--- src/rtl/uart_tx_top.sv ---
// -----------------------------------------------------------------------------
// uart_tx_top
//
// UART transmitter clocked at the baud rate (one serial bit per clk cycle).
// Serializes a parallel word into an asynchronous frame:
//   start bit (0), dataWidth data bits LSB first, optional parity bit,
//   one stop bit (1).
// Both line outputs come straight from flops, so the serial line is glitch
// free and can drive a receiver's rx input directly.
//
// Ports:
//   clk        in   baud-rate clock, one serial bit per cycle
//   rst        in   synchronous active-low reset
//   p_data     in   parallel word to transmit (sampled on acceptance)
//   data_valid in   level request; accepted on a posedge while idle
//   par_en     in   1 = append a parity bit after the data bits
//   par_type   in   0 = even parity, 1 = odd parity
//   tx_out     out  registered serial line, idles high
//   busy       out  registered, high while a frame occupies the line
// -----------------------------------------------------------------------------
module uart_tx_top #(
    parameter int dataWidth = 8
) (
    input  logic                 clk,
    input  logic                 rst,
    input  logic [dataWidth-1:0] p_data,
    input  logic                 data_valid,
    input  logic                 par_en,
    input  logic                 par_type,
    output logic                 tx_out,
    output logic                 busy
);

    localparam int CNT_W = $clog2(dataWidth + 1);
    localparam logic [CNT_W-1:0] LAST_IDX = CNT_W'(dataWidth - 1);

    typedef enum logic [2:0] {
        IDLE   = 3'd0,
        START  = 3'd1,
        DATA   = 3'd2,
        PARITY = 3'd3,
        STOP   = 3'd4
    } state_t;

    state_t                 state_q,   state_d;
    logic                   tx_q,      tx_d;
    logic                   busy_q,    busy_d;
    logic [CNT_W-1:0]       cnt_q,     cnt_d;
    logic [dataWidth-1:0]   shift_q,   shift_d;
    logic                   par_en_q,  par_en_d;
    logic                   par_bit_q, par_bit_d;

    // State and line registers. Reset wins over everything, including a
    // frame in progress: the line returns to mark on the reset edge.
    always_ff @(posedge clk) begin
        if (!rst) begin
            state_q   <= IDLE;
            tx_q      <= 1'b1;
            busy_q    <= 1'b0;
            cnt_q     <= '0;
            shift_q   <= '0;
            par_en_q  <= 1'b0;
            par_bit_q <= 1'b0;
        end else begin
            state_q   <= state_d;
            tx_q      <= tx_d;
            busy_q    <= busy_d;
            cnt_q     <= cnt_d;
            shift_q   <= shift_d;
            par_en_q  <= par_en_d;
            par_bit_q <= par_bit_d;
        end
    end

    // Next-state logic. tx_d is the value the line takes when entering
    // state_d, so every bit appears on the edge that enters its state.
    always_comb begin
        state_d   = state_q;
        tx_d      = tx_q;
        cnt_d     = cnt_q;
        shift_d   = shift_q;
        par_en_d  = par_en_q;
        par_bit_d = par_bit_q;

        unique case (state_q)
            IDLE: begin
                tx_d = 1'b1;
                if (data_valid) begin
                    // Capture the whole request so later input changes
                    // cannot disturb the frame. The parity bit is resolved
                    // here once: even = XOR of data, odd = its complement.
                    shift_d   = p_data;
                    par_en_d  = par_en;
                    par_bit_d = par_type ? ~(^p_data) : (^p_data);
                    tx_d      = 1'b0;
                    state_d   = START;
                end
            end

            START: begin
                // Shift register always holds the not-yet-sent bits in
                // its low end, so bit 0 is the next data bit to drive.
                tx_d    = shift_q[0];
                shift_d = shift_q >> 1;
                cnt_d   = '0;
                state_d = DATA;
            end

            DATA: begin
                if (cnt_q == LAST_IDX) begin
                    if (par_en_q) begin
                        tx_d    = par_bit_q;
                        state_d = PARITY;
                    end else begin
                        tx_d    = 1'b1;
                        state_d = STOP;
                    end
                end else begin
                    tx_d    = shift_q[0];
                    shift_d = shift_q >> 1;
                    cnt_d   = cnt_q + CNT_W'(1);
                end
            end

            PARITY: begin
                tx_d    = 1'b1;
                state_d = STOP;
            end

            STOP: begin
                // Always pass through IDLE: data_valid is not looked at
                // here, which guarantees one mark cycle between frames.
                tx_d    = 1'b1;
                state_d = IDLE;
            end

            default: begin
                tx_d    = 1'b1;
                state_d = IDLE;
            end
        endcase

        busy_d = (state_d != IDLE);
    end

    assign tx_out = tx_q;
    assign busy   = busy_q;

endmodule
--- config.mk ---
export PLATFORM = sky130hd
export DESIGN_NAME = uart_tx_top
export DESIGN_NICKNAME = d
export VERILOG_FILES = /design/src/rtl/uart_tx_top.sv
export SDC_FILE = /design/constraint.sdc
export NUM_CORES = 1
export LEC_CHECK = 0
export CORE_MARGIN = 2
export CORE_UTILIZATION = 40
export DETAILED_ROUTE_END_ITERATION = 10
export SYNTH_ARGS = -nofsm -noshare
export SYNTH_HDL_FRONTEND = slang
export SYNTH_SLANG_ARGS = --single-unit
--- constraint.sdc ---
create_clock -name clk -period 1.65 [get_ports clk]
set_input_delay 0.33 -clock clk [delete_from_list [all_inputs] [get_ports clk]]
set_output_delay 0.33 -clock clk [all_outputs]
set_load 0.005 [all_outputs]
# Word-level counts from Yosys, hierarchy flattened
# Index checks and enable logic that the tools add are counted.
op_classes:
  n_reduce_logical: 8
  bitwise_logic: 1
  n_mux: 14
  addsub: 1
  eq_ne: 6
ops:
  columns: ["operator", "n"]
  rows:
  - ["one-hot mux 8 bit (3 select lines)", 1]
  - ["2-to-1 mux 8 bit", 2]
  - ["one-hot mux 3 bit (4 select lines)", 1]
  - ["2-to-1 mux 3 bit", 3]
  - ["one-hot mux 4 bit (2 select lines)", 1]
  - ["parity 8 bit", 1]
  - ["== test 3 x 2 -> 1 bit (second input constant)", 2]
  - ["nonzero test 3 bit", 2]
  - ["adder 4 x 1 -> 4 bit (second input constant)", 1]
  - ["== test 4 x 3 -> 1 bit (second input constant)", 1]
  - ["2-to-1 mux 1 bit", 4]
  - ["2-to-1 mux 4 bit", 1]
  - ["!= test 2 bit (second input constant)", 2]
  - ["AND reduction 2 bit", 2]
  - ["== test 3 x 1 -> 1 bit (second input constant)", 1]
  - ["zero test 3 bit", 1]
  - ["one-hot mux 1 bit (3 select lines)", 1]
  - ["AND reduction 3 bit", 1]
  - ["nonzero test 2 bit", 1]
  - ["NOT 1 bit", 1]
totals:
  input_bits: 13
  output_inout_bits: 2
  register_bits: 19
  elab_cells: 37

# Longest topological paths before layout
logic_depth:
  ltp_word: 4
  depth_mapped: 6

# Least setup slack after synthesis
# No wires, ideal clock.
synth_timing:
  path_type: "register to register"
  startpoint: "register cnt_q[0]"
  endpoint: "register shift_q[1]"
  t_required_ps: 1516
  n_path_buf: 1
  path_slack_ps: 52
  arrival_ps: 1464
  synth_period_minus_slack_ps: 1598
  setup_time_ps: 134
  path_stages_with_launch: 7
  path_cell_list: "dfxtp_1 -> ha_1 -> and3b_1 -> o21ai_2 -> and2_1 -> clkbuf_1 -> a211oi_1"
synth_between:
  elab_chain_cells: 3
synth_rtl:
  columns: ["item", "line", "rtl"]
  rows:
  - ["start: declaration", "48", "logic [CNT_W-1:0] cnt_q, cnt_d;"]
  - ["start signal: assignment", "68", "cnt_q <= cnt_d;"]
  - ["== test 4 x 3 -> 1 bit", "110", "if (cnt_q == LAST_IDX) begin"]
  - ["!= test 2 bit (no line)", null, null]
  - ["AND reduction 3 bit (no line)", null, null]
  - ["end signal: assignment", "69", "shift_q <= shift_d;"]
  - ["end: declaration", "49", "logic [dataWidth-1:0] shift_q, shift_d;"]
# Every way passes these cells.
# A chain may end at the register's enable or synchronous reset.

# Worst setup path in the final report
layout_timing:
  startpoint: "register cnt_q[0]"
  endpoint: "register shift_q[6]"
# Same word-level chain as after synthesis.

==> results.cfg <==
[die]
die_x_um = 55.5
die_h_um = 55.5
dieArea_um2 = 3080
row_count = 18
start_util_pct = 42.4
pin_count = 15
core-area_um2 = 2500

[power_and_ir_drop]
pwr-share-clk_pct = 23.0
swShare_pct = 28.5
power.density_nw_per_um2 = 784
intPower_w = 0.000747
peakVddDrop_v = 0.000457
power.leakage_nw = 0.553
p_seq_share_pct = 50.2
p_comb_share_pct = 26.8
p_sw_w = 0.000298

[placement]
io_buffer_count = 14
dp_slack_ns = -0.229
post-dp-hpwl_um = 1830
place_area_um2 = 1310
dp.cells = 168
gp_congestion = 0.780

[routing]
totalWireLength_um = 2400
drtIter0Drc = 26
wire_per_inst_um = 14.0
vias = 955
via_per_inst = 5.55
drt_first_pass_iters = 4
ant_nets = 0
drc = 0

[cts]
cts_root_buf = clkbuf_4
ctsHoldBuffers = 0
post_cts_resize_count = 0
numClockSinks = 19
cts_buffers = 3
cts_tree = built
clkTransAtPathRegs_ns = 0.12
htree_levels = 1
cts_max_path_buffers = 2
clk_latency_ns = 0.30
post_cts.repair.setup_buffers = 0

[min_path]
holdCritPathClass = reg2reg
min_from = cnt_q[1]
holdPathEnd = cnt_q[1]
min_path_cells = 2

[outcome]
outcome = finished, final reports clean

[worst_setup_path]
end_kind = flip-flop
cp.required_ns = 1.83
r2r_cells = 5
crit_arrival_ns = 1.74
worst_r2r_startpoint = cnt_q[0]
critPathKind = reg2reg
ff2ff_setup_slack_ns = 0.09
crit_path_start_kind = flip-flop
r2r_end = shift_q[6]
path_cells = ha_1 -> and3b_1 -> o21ai_2 -> and2_1 -> a211oi_1
cp_slowest_cell = dfxtp_1
slowest_delay_ns = 0.34
cp_max_fo = 7

[timing]
period_minus_slack_ns = 1.56
max_freq_mhz = 641
setup_viol = 0
max_slew_margin_pct = 68.7
finalHoldViolCount = 0
drv_slew = 0
setup_tns_ns = 0
fin_worst_skew_ns = 0.00779
rsz0062_at_grt = false
setup_ws_ns = 0.0911
tightestPinTransition_ns = 0.463
period_share_pct = 94.5

[synth]
synth_cell_type_count = 41
synthesis.area_um2 = 1060
yosysSeqAreaShare_pct = 35.9
avgSynthCellArea_um2 = 9.06
netlist_instances = 117
synthesis.nets = 131
yosysWarnings = 0
synth_seq_cells = 19

[cells_and_area]
layout_commonest_cell = dfxtp_1
fin_area_um2 = 1330
final_cells = 172
synthToLayoutAreaGrowth_pct = 25.9
nets = 157
drive_gt1_share_pct = 20.4
final_cell_mix = dfxtp_1 (19), a21oi_1 (16), buf_4 (16)
n_antenna_cell = 0

[grt]
grt_pass1_wl_um = 4000
overflow = 0
grt_usage_pct = 16.3
grt_max_degree = 12
grt_antenna_before_repair = 0
grt_pass1_vias = 875

[flow_run]
cap_violations = 0
==> power by group through the flow <==
| stage | combinational [W] | sequential [W] | clock, W |
|---|---|---|---|
| 2_1_floorplan | 0.000185 | 0.000527 | 0 |
| 3_3_place_gp | 0.000272 | 0.000535 | 0 |
| 3_5_place_dp | 0.000281 | 0.000536 | 0 |
| 4_1_cts | 0.000281 | 0.000526 | 0.000250 |
| 5_1_grt | 0.000308 | 0.000531 | 0.000267 |
| 6_report | 0.000281 | 0.000525 | 0.000240 |
==> routing by layer <==
layer	vias up	global-route usage, %	wire, um
li1	483	-	-
met1	443	23.4	1200
met2	25	24.7	1080
met3	4	2.81	108
met4	0	5.23	22
met5	-	0	0
==> area by class of cell <==
type / instances / area, um2
Fill cell: 232 / 1170
Multi-Input combinational cell: 88 / 624
Sequential cell: 19 / 380
Timing Repair Buffer: 30 / 260
Tap cell: 30 / 37.5
Clock buffer: 3 / 22.5
Clock inverter: 1 / 5.00
Inverter: 1 / 3.75
==> cells in the mapped netlist, drive strengths merged <==
library cell / instances / area, um2
dfxtp: 19 / 380
a21oi: 16 / 80.1
nor2: 8 / 32.5
a211oi: 7 / 52.6
mux2i: 7 / 70.1
o21ai: 7 / 38.8
clkbuf: 5 / 20.0
nor3: 5 / 25.0
buf: 4 / 31.3
a31oi: 3 / 18.8
nand2: 3 / 11.3
and2b: 2 / 17.5
and3: 2 / 17.5
nand2b: 2 / 12.5
nand3: 2 / 10.0
nand3b: 2 / 15.0
nand4: 2 / 12.5
nand4b: 2 / 17.5
xnor2: 2 / 17.5
xnor3: 2 / 45.0
a211o: 1 / 8.76
a21bo: 1 / 10.0
a22o: 1 / 10.0
a311oi: 1 / 8.76
and2: 1 / 6.26
and3b: 1 / 8.76
ha: 1 / 12.5
inv: 1 / 3.75
nor2b: 1 / 6.26
nor4b: 1 / 8.76
o211a: 1 / 10.0
o21a: 1 / 7.51
o21ba: 1 / 10.0
or4b: 1 / 13.8
xor2: 1 / 8.76
==> stage by stage <==
step                utilization (%)  hold WS (ns)  total power (W)
floorplan                         -         0.462         0.000712
global placement               52.3         0.476         0.000808
detailed placement             52.3         0.490         0.000817
CTS                            53.4         0.508          0.00106
global route                   53.4         0.542          0.00111
finish                         53.4         0.502          0.00105
==> sequential cells by signal (all words and copies together), names as in the netlist <==
name       flops
par_en_q       1
cnt_q          4
tx_out         1
state_q        3
busy           1
par_bit_q      1
shift_q        8
==> cells by family after synthesis <==
| logic type | share of synthesized area, % |
|---|---|
| AOI/OAI and AO/OA | 24.1 |
| xor gates and xnor gates | 6.73 |
| adders and majority gates | 1.18 |
| buffers and inverters | 5.19 |
| DFF | 35.9 |
| muxes | 6.61 |
| and+or+nand+nor | 20.3 |
==> critical path: cells and delay by family (launching register included) <==
family | cells | cell delay (ns)
AOI/OAI and AO/OA | 2 | 0.29
DFF | 1 | 0.34
and+or+nand+nor | 2 | 0.57
adders and majority gates | 1 | 0.24
==> worst max-delay path by stage <==
stage	start	endpoint	cells past startpoint
global route	state_q[0]	shift_q[3]	4
detailed placement	p_data[2]	par_bit_q	4
finish	cnt_q[0]	shift_q[6]	5
global placement	data_valid	par_bit_q	4
floorplan	cnt_q[0]	shift_q[1]	6
CTS	cnt_q[0]	shift_q[3]	5
(Power assumes the default switching activity.)
